$ cat config.mk
export PLATFORM = sky130hd
export DESIGN_NAME = cp0_int_ctrl_flat
export DESIGN_NICKNAME = d
export VERILOG_FILES = /design/src/rtl/cp0_pkg.sv /design/src/rtl/cp0_int_ctrl_if.sv /design/src/rtl/cp0_pend_eval.sv /design/src/rtl/cp0_int_ctrl.sv /design/src/flat_wrapper.sv
export SDC_FILE = /design/constraint.sdc
export NUM_CORES = 1
export LEC_CHECK = 0
export ABC_AREA = 1
export CAP_MARGIN = 15
export CELL_PAD_IN_SITES_DETAIL_PLACEMENT = 0
export CELL_PAD_IN_SITES_GLOBAL_PLACEMENT = 1
export CORE_MARGIN = 3
export CORE_UTILIZATION = 26
export CTS_CLUSTER_DIAMETER = 100
export CTS_CLUSTER_SIZE = 12
export DETAILED_ROUTE_END_ITERATION = 8
export GPL_TIMING_DRIVEN = 0
export PLACE_DENSITY_LB_ADDON = 0.1
export SLEW_MARGIN = 20
export SYNTH_ARGS = -nofsm -noshare
export SYNTH_HDL_FRONTEND = slang
export SYNTH_SLANG_ARGS = --single-unit
$ cat constraint.sdc
create_clock -name clk -period 1.4 [get_ports clk]
set_input_delay 0.28 -clock clk [delete_from_list [all_inputs] [get_ports clk]]
set_output_delay 0.28 -clock clk [all_outputs]
set_load 0.005 [all_outputs]
$ cat src/rtl/cp0_pkg.sv
// Shared CP0 definitions: register numbers, exception codes, SR/Cause field
// positions and the handler vector used by the pipeline.
package cp0_pkg;
    localparam logic [4:0] REG_SR    = 5'd12;
    localparam logic [4:0] REG_CAUSE = 5'd13;
    localparam logic [4:0] REG_EPC   = 5'd14;
    localparam logic [4:0] REG_PRID  = 5'd15;

    localparam logic [4:0] EXC_INT  = 5'd0;
    localparam logic [4:0] EXC_ADEL = 5'd4;
    localparam logic [4:0] EXC_ADES = 5'd5;
    localparam logic [4:0] EXC_RI   = 5'd10;
    localparam logic [4:0] EXC_OV   = 5'd12;

    localparam int SR_IE        = 0;
    localparam int SR_EXL       = 1;
    localparam int SR_IM_LO     = 10;
    localparam int CAUSE_EXC_LO = 2;
    localparam int CAUSE_IP_LO  = 10;
    localparam int CAUSE_BD     = 31;

    localparam logic [31:0] HANDLER_VEC = 32'h0000_4180;

    typedef struct packed {
        logic [5:0] im;
        logic       exl;
        logic       ie;
    } sr_t;

    typedef struct packed {
        logic       bd;
        logic [5:0] ip;
        logic [4:0] code;
    } cause_t;

    // Return address for a take: a delay-slot victim restarts at its branch.
    function automatic logic [31:0] epc_of(input logic [31:0] pc, input logic bd);
        logic [31:0] adj;
        adj = bd ? pc - 32'd4 : pc;
        return {adj[31:2], 2'b00};
    endfunction
endpackage

$ cat src/rtl/cp0_int_ctrl_if.sv
// Pipeline <-> CP0 bus: mtc0/mfc0 access, M-stage victim info and take request.
interface cp0_int_ctrl_if;
    logic [5:0]  hwint;
    logic        we;
    logic [4:0]  addr;
    logic [31:0] wdata;
    logic [31:0] rdata;
    logic [31:0] victim_pc;
    logic        victim_bd;
    logic [4:0]  exc_code;
    logic        eret;
    logic        req;
    logic [31:0] epc;

    modport master (
        output hwint, we, addr, wdata, victim_pc, victim_bd, exc_code, eret,
        input  rdata, req, epc
    );
    modport slave (
        input  hwint, we, addr, wdata, victim_pc, victim_bd, exc_code, eret,
        output rdata, req, epc
    );
endinterface

$ cat src/rtl/cp0_pend_eval.sv
// Combinational pending evaluation: masked interrupt, exception, next ExcCode.
module cp0_pend_eval
    import cp0_pkg::*;
(
    input  logic [5:0] hwint,
    input  logic [5:0] im,
    input  logic       ie,
    input  logic       exl,
    input  logic [4:0] exc_code,
    output logic       int_pend,
    output logic       exc_pend,
    output logic [4:0] next_code
);
    assign int_pend  = (|(hwint & im)) & ie & ~exl;
    assign exc_pend  = (exc_code != EXC_INT) & ~exl;
    // Interrupt outranks a coincident exception.
    assign next_code = int_pend ? EXC_INT : exc_code;
endmodule

$ cat src/rtl/cp0_int_ctrl.sv
// CP0 SR/Cause/EPC/PRId with same-cycle take request beside the M stage.
// Optional macro CP0_BD_EN: store Cause.BD and back EPC up for delay-slot victims.
module cp0_int_ctrl
    import cp0_pkg::*;
#(
    parameter logic [31:0] PRID = 32'h2020_0707
) (
    input  logic clk,
    input  logic reset,
    cp0_int_ctrl_if.slave bus
);
    sr_t         sr;
    cause_t      cause;
    logic [31:0] epc_r;
    logic        int_pend, exc_pend, req, bd_in;
    logic [4:0]  next_code;
    logic [31:0] rdata;

`ifdef CP0_BD_EN
    assign bd_in = bus.victim_bd;
`else
    assign bd_in = 1'b0;
`endif

    cp0_pend_eval u_pend (
        .hwint     (bus.hwint),
        .im        (sr.im),
        .ie        (sr.ie),
        .exl       (sr.exl),
        .exc_code  (bus.exc_code),
        .int_pend  (int_pend),
        .exc_pend  (exc_pend),
        .next_code (next_code)
    );

    assign req = int_pend | exc_pend;

    always_ff @(posedge clk) begin
        if (reset) begin
            sr    <= '0;
            cause <= '0;
            epc_r <= '0;
        end else begin
            cause.ip <= bus.hwint;
            // A take flushes the writer, so eret/mtc0 only act when no take.
            if (req) begin
                sr.exl     <= 1'b1;
                cause.code <= next_code;
                cause.bd   <= bd_in;
                epc_r      <= epc_of(bus.victim_pc, bd_in);
            end else if (bus.eret) begin
                sr.exl <= 1'b0;
            end else if (bus.we) begin
                case (bus.addr)
                    REG_SR:  sr <= '{im:  bus.wdata[SR_IM_LO +: 6],
                                     exl: bus.wdata[SR_EXL],
                                     ie:  bus.wdata[SR_IE]};
                    REG_EPC: epc_r <= {bus.wdata[31:2], 2'b00};
                    default: ;
                endcase
            end
        end
    end

    always_comb begin
        rdata = '0;
        case (bus.addr)
            REG_SR: begin
                rdata[SR_IM_LO +: 6] = sr.im;
                rdata[SR_EXL]        = sr.exl;
                rdata[SR_IE]         = sr.ie;
            end
            REG_CAUSE: begin
                rdata[CAUSE_BD]            = cause.bd;
                rdata[CAUSE_IP_LO +: 6]    = cause.ip;
                rdata[CAUSE_EXC_LO +: 5]   = cause.code;
            end
            REG_EPC:  rdata = epc_r;
            REG_PRID: rdata = PRID;
            default:  ;
        endcase
    end

    assign bus.rdata = rdata;
    assign bus.req   = req;
    assign bus.epc   = epc_r;
endmodule
$ cat src/flat_wrapper.sv
// flat-port wrapper written by rule: the top's interface ports become plain ports
module cp0_int_ctrl_flat import cp0_pkg::*;
#(
    parameter logic [31:0] PRID = 32'h2020_0707
)
  (clk, reset, bus_hwint, bus_we, bus_addr, bus_wdata, bus_victim_pc, bus_victim_bd, bus_exc_code, bus_eret, bus_rdata, bus_req, bus_epc);
  cp0_int_ctrl_if bus_i ();
  input  logic clk;
  input  logic reset;
  input wire logic [$bits(bus_i.hwint)-1:0] bus_hwint;
  input wire logic [$bits(bus_i.we)-1:0] bus_we;
  input wire logic [$bits(bus_i.addr)-1:0] bus_addr;
  input wire logic [$bits(bus_i.wdata)-1:0] bus_wdata;
  input wire logic [$bits(bus_i.victim_pc)-1:0] bus_victim_pc;
  input wire logic [$bits(bus_i.victim_bd)-1:0] bus_victim_bd;
  input wire logic [$bits(bus_i.exc_code)-1:0] bus_exc_code;
  input wire logic [$bits(bus_i.eret)-1:0] bus_eret;
  output wire logic [$bits(bus_i.rdata)-1:0] bus_rdata;
  output wire logic [$bits(bus_i.req)-1:0] bus_req;
  output wire logic [$bits(bus_i.epc)-1:0] bus_epc;
  assign bus_i.hwint = bus_hwint;
  assign bus_i.we = bus_we;
  assign bus_i.addr = bus_addr;
  assign bus_i.wdata = bus_wdata;
  assign bus_i.victim_pc = bus_victim_pc;
  assign bus_i.victim_bd = bus_victim_bd;
  assign bus_i.exc_code = bus_exc_code;
  assign bus_i.eret = bus_eret;
  assign bus_rdata = bus_i.rdata;
  assign bus_req = bus_i.req;
  assign bus_epc = bus_i.epc;
  cp0_int_ctrl #(.PRID(PRID)) u_core (.clk(clk), .reset(reset), .bus(bus_i));
endmodule
* Word-level counts from Yosys, hierarchy flattened *
Index checks and enable logic that the tools add are counted.
Widths: inputs -> output; s select.

cells by class
  bitwise logic cells = 8
  mux-type cells = 15
  reduce and logical (&&, ||, !) cells = 9
  equal/unequal tests = 5

operator list
  kind                number
  $mux 32             4
  $pmux 15 s2         1
  $pmux 6 s4          1
  $eq 5x4->1 const B  4
  $pmux 5 s3          1
  $and 6x6->6         1
  $pmux 3 s2          1
  $reduce_bool 3->1   2
  $reduce_or 6->1     1
  $mux 5              1
  $reduce_bool 5->1   1
  $mux 2              2
  $pmux 2 s2          1
  $reduce_and 4->1    1
  $reduce_bool 2->1   2
  $and 1x1->1         3
  $mux 1              3
  $not 1->1           3
  $reduce_and 3->1    1
  $ne 2x1->1 const B  1
  $reduce_and 2->1    1
  $or 1x1->1          1

storage, ports and cells
  output and inout port bits = 65
  word-level logic and storage cells = 43
  bits of input ports = 85
  register bits after elaboration = 49

* Logic depth before layout (Yosys ltp) *
Gate-level depths: netlist of run 1.

  depth after elaboration = 7
  gate-level depth with buffers = 10
  depth with buffers taken out = 10

* Cells and area by module *
From an unflattened synthesis of run 1, not the netlist that was laid out.

second synthesis, totals
  cell total of the unflattened synthesis = 497
  area, all modules = 2891.5 um^2

by module, submodules not included
  module         area each (um^2)  seq. area each (um^2)  cells an instance  instances
  cp0_int_ctrl   2762.6            980.9                  467                1
  cp0_pend_eval  128.9             0.0                    30                 1

* Worst setup path before layout of run 1 *
Ideal clock, no wire load.

  kind = input to output
  start point = in bus_addr[3]
  end point = out bus_rdata[11]
  path buffers = 1
  required time = 1.120 ns
  arrival time = 1.046 ns
  setup slack = 0.074 ns
  stages on the path = 7
  path through = nand2_2 > nor2_4 > nand2_1 > inv_2 > buf_4 > nand2_1 > o211ai_1

on the way
  word-level cells in the longest chain between the ends = 2
  elaborated cells on any way between the ends = 5
  those cells by class = 4 x eq/ne; 1 x mux

RTL lines
  item                           line                source
  from (decl)                    flat_wrapper.sv:12  input wire logic [$bits(bus_i.addr)-1:0] bus_addr;
  $eq 5x4->1 (on tied branches)  --
  $pmux 6 s4 (*)                 cp0_int_ctrl.sv:67  case (bus.addr)
  to (decl)                      flat_wrapper.sv:18  output wire logic [$bits(bus_i.rdata)-1:0] bus_rdata;

Mark *: on every way between the ends. The rest lies on a longest branch, timed or not.

* Worst setup path after layout of run 1 *
  start point = reg u_core.sr[4] in the netlist's numbering
  end point = out bus_req

on the way
  word-level cells in the longest chain between the ends = 5

RTL lines
  item                       line                 source
  from (decl)                cp0_int_ctrl.sv:12   sr_t sr;
  from (signal assigned)     cp0_int_ctrl.sv:55   REG_SR: sr <= '{im: bus.wdata[SR_IM_LO +: 6],
  $and 6x6->6                cp0_pend_eval.sv:14  assign int_pend = (|(hwint & im)) & ie & ~exl;
  $reduce_or 6->1            cp0_pend_eval.sv:14
  $and 1x1->1 (2 in series)  cp0_pend_eval.sv:14
  $or 1x1->1                 cp0_int_ctrl.sv:36   assign req = int_pend | exc_pend;
  to (decl)                  flat_wrapper.sv:19   output wire logic [$bits(bus_i.req)-1:0] bus_req;

Every way passes these cells.

==> results of run 1 <==
-- synth_stat cells (all sizes together) --
master / instances / share of area
a21oi: 37 / 0.067
a22o: 4 / 0.013
buf: 20 / 0.057
clkbuf: 6 / 0.013
conb: 1 / 0.0014
dfxtp: 49 / 0.36
inv: 67 / 0.091
nand2: 97 / 0.14
nand3: 7 / 0.022
nand4: 1 / 0.0023
nor2: 75 / 0.11
nor3: 1 / 0.0018
o2111ai: 1 / 0.0032
o211ai: 4 / 0.011
o21ai: 61 / 0.11
-- worst register-to-register path: stages, from the launching register on --
cell                        delay (ns)
sky130_fd_sc_hd__dfxtp_2          0.35
sky130_fd_sc_hd__nand2_2          0.06
sky130_fd_sc_hd__nand2_2          0.05
sky130_fd_sc_hd__nor2_2           0.12
sky130_fd_sc_hd__nand2_2          0.07
sky130_fd_sc_hd__nand2_4          0.08
sky130_fd_sc_hd__buf_4            0.12
sky130_fd_sc_hd__buf_12           0.13
sky130_fd_sc_hd__nand3_4          0.12
sky130_fd_sc_hd__clkbuf_16        0.18
sky130_fd_sc_hd__nor2_1           0.08
sky130_fd_sc_hd__nor2_1           0.05
-- final timing paths --
kind                        start                to  slack (ns)  cells after the start
hold / removal       bus_hwint[5]  u_core.cause[10]        0.21                      3
setup / recovery     u_core.sr[4]           bus_req       -0.21                      8
setup reg to reg     u_core.sr[4]      u_core.sr[4]       -0.10                     11
hold reg to reg   u_core.cause[0]   u_core.cause[0]        0.47                      2
-- state kept, by name (all words and copies together) (netlist names) --
register and cells:
u_core.bus.epc 30, u_core.cause 11, u_core.sr 8
-- logic make-up after synthesis --
group                  after synthesis
AO/OA/AOI/OAI                      107
buffers and inverters               93
other                                1
AND/OR/NAND/NOR                    181
flip-flops                          49
-- area by class of cell --
type / instances / area (sq um)
Timing Repair Buffer: 207 / 2030
Inverter: 67 / 256
Sequential cell: 49 / 1020
Clock buffer: 5 / 68.8
Multi-Input combinational cell: 292 / 1890
Tap cell: 136 / 170
Fill cell: 985 / 4530
Clock inverter: 3 / 22.5
Buffer: 26 / 339
-- timing repair --
action                     4_1_cts  5_1_grt
gates resized for setup        315      152
buffers inserted                43       12
setup endpoints to repair      105       75
pin swaps                       18       26
gates cloned                     3       10
-- routing by layer --
| layer | GRT usage | part of all wire | vias to the layer above |
|---|---|---|---|
| met4 | 0.0424 | 0.0094 | 0 |
| met2 | 0.319 | 0.49 | 104 |
| met3 | 0.0308 | 0.057 | 13 |
| met1 | 0.264 | 0.45 | 1637 |
| li1 | - | - | 1780 |
| met5 | 0 | 0 | - |
-- per-stage QoR --
step                      hold WS (ns)  setup slack [ns]  instance area (sq um)  setup TNS (ns)  total power, W
final                            0.210            -0.205                   5800           -3.52         0.00376
after global routing             0.203            -0.291                   5800           -8.78         0.00395
after CTS                        0.266            -0.279                   4960           -2.74         0.00358
after detailed placement         0.455             -1.37                   4370          -57.59         0.00247
after global placement           0.452             -1.36                   4370          -57.15         0.00246
after floorplan                  0.387            0.0736                   2770               0         0.00194
-- cell usage in the layout, fill, tap and decap left out, types with 14 or more instances in the layout --
cell type and n:
sky130_fd_sc_hd__buf_6 22, sky130_fd_sc_hd__o21ai_2 22, sky130_fd_sc_hd__nor2_1 50, sky130_fd_sc_hd__buf_2 34, sky130_fd_sc_hd__clkdlybuf4s50_1 63, sky130_fd_sc_hd__nor2_4 17
sky130_fd_sc_hd__dfxtp_1 17, sky130_fd_sc_hd__nand2_1 68, sky130_fd_sc_hd__inv_1 61, sky130_fd_sc_hd__buf_4 40, sky130_fd_sc_hd__dfxtp_2 32, sky130_fd_sc_hd__nand2_2 17
sky130_fd_sc_hd__o21ai_0 14, sky130_fd_sc_hd__dlygate4sd2_1 35, sky130_fd_sc_hd__o21ai_1 24, sky130_fd_sc_hd__a21oi_2 19
-- where the power goes --
group | internal (W) | switching (W) | leakage (nW) | total (W)
clock | 0.000353 | 0.000562 | 0.0364 | 0.000915
combinational | 0.000708 | 0.000562 | 2.46 | 0.00127
sequential | 0.00151 | 0.0000633 | 0.416 | 0.00158
==> run summary, run 1 <==
### Outcome
* complete, but fails checks — status
* setup timing — violations in the final reports

### Setup path
* 2 — count of buffering cells on the critical path with inverters included
* nand2_2 -> nand2_2 -> nor2_2 -> nand2_2 -> nand2_4 -> nand2_4 -> buf_8 -> buf_6 — ordered list of cells on the worst path
* 2 — highest net fanout along the worst path
* sky130_fd_sc_hd__dfxtp_2 — Max stage delay cell, worst path
* 0.35 ns — CP max stage delay
* flop — nature of the critical path startpoint
* reg2out — critical path start-end classification
* 1.33 ns — CP Data Arrival Time
* output port — category of the worst setup path capture point
* simple AND/OR/NAND/NOR gates — delay-heaviest family, CP
* 1.12 ns — Crit path required time
* sky130_fd_sc_hd__nand2_2 — library cell appearing most often on the critical path

### Worst hold path
* in2reg — worst hold-check path type

### Logic synthesis
* 27 — synth unique cells
* 0.279 — simple-gate share of the synthesized area
* 0 — synthesized-area fraction occupied by xor and xnor cells
* 0.00276 sq mm — post-synthesis instance area
* 0.204 — fraction of the mapped netlist area in compound gates
* 0 — post-synthesis share of cell area spent on full adders, half adders and majority gates
* 49 — Yosys reg bits
* 431 — number of instances in the synthesized netlist
* 6.41 sq um — post-synthesis average cell area
* 0 — Synth Warn #
* 0.355 — share of the yosys chip area belonging to registers
* simple AND/OR/NAND/NOR gates — combinational family with the most area after synthesis
* 0 — proportion of synthesized area in mux cells

### Routing
* 4.50 — Vias per Instance
* 0 — DRC violations left
* 12,300 um — Final Routed Wirelength
* 3,534 — via count of the routed design
* 4 — Detailed Routing Iterations Pass 1
* 0 — remaining antenna violation count after routing
* 99 — starting DRC count in detailed routing
* 15.6 um — routed len/inst

### STA
* -0.205 ns — post-layout worst setup margin
* 1.61 ns — Tmin final
* true — unrepaired setup endpoints after global routing
* 0 — count of pins over their slew limit
* 0.0127 ns — worst clock skew
* 1.15 — final cycle utilization of the critical path
* 0.623 GHz — Max Freq
* 56 — count of endpoints failing setup in the final report
* 0 — count of endpoints failing hold in the final timing report

### Layout
* 0 — number of antenna diodes
* 0.441 — ratio of cells with drive above 1 in the final layout
* 0.561 — Util after Layout
* 785 — Non-Filler Instances
* 733 — Total Nets Final
* 110% — synthesis-to-finish area growth

### Placed design
* 0.790 — final weighted congestion in routability-driven placement
* 143 — number of input and output port buffers inserted
* 711 — number of cells after detailed placement
* 7810 um — HPWL after detailed placement

### Global routing
* 17 — maximum number of pins on one net before global-route repair
* 17,700 um — global-route wire length before repair
* 0 — global-route congestion overflow total
* 3,337 — number of global-route vias before repair
* 0 — initial antenna violation count
* 0.193 — GRT Util Overall

### Floorplanning
* 0.268 — initial cell density of the core
* 0.0119 sq mm — die area
* 109 um — die width
* 150 — Top Ports
* 0.0103 sq mm — area of the placeable core
* 109 um — die height
* 37 — Rows

### Pwr
* 649 mW/mm^2 — Pwr per Cell Area
* 2.91 nW — leak pwr
* 0.000357 V — maximum vdd ir drop

### Clock network
* 0.32 ns — Clk Latency, worst-skew pair
* 49 — CTS Sinks
* 0 — CTS hold repair buffers
* sky130_fd_sc_hd__clkbuf_8 — master cell of the clock root buffer
* 5 — Num CTS Buffers
* 2 — clock tree buffer depth
* 2 — CTS HTree Levels
* 0.11 ns — Worst-path clk slew
* done — clock tree from TritonCTS

### Job
* 0 — Max-cap violations

(Power assumes the default switching activity.)
==> inputs of run 2 (changes only) <==
--- a/config.mk
+++ b/config.mk
@@ -15,6 +15,7 @@
 export CTS_CLUSTER_SIZE = 12
 export DETAILED_ROUTE_END_ITERATION = 8
 export GPL_TIMING_DRIVEN = 0
+export HOLD_SLACK_MARGIN = 0.1
 export PLACE_DENSITY_LB_ADDON = 0.1
 export SLEW_MARGIN = 20
 export SYNTH_ARGS = -nofsm -noshare
==> results of run 2 <==
The final DEF is identical to that of run 1; final timing and power are the same.
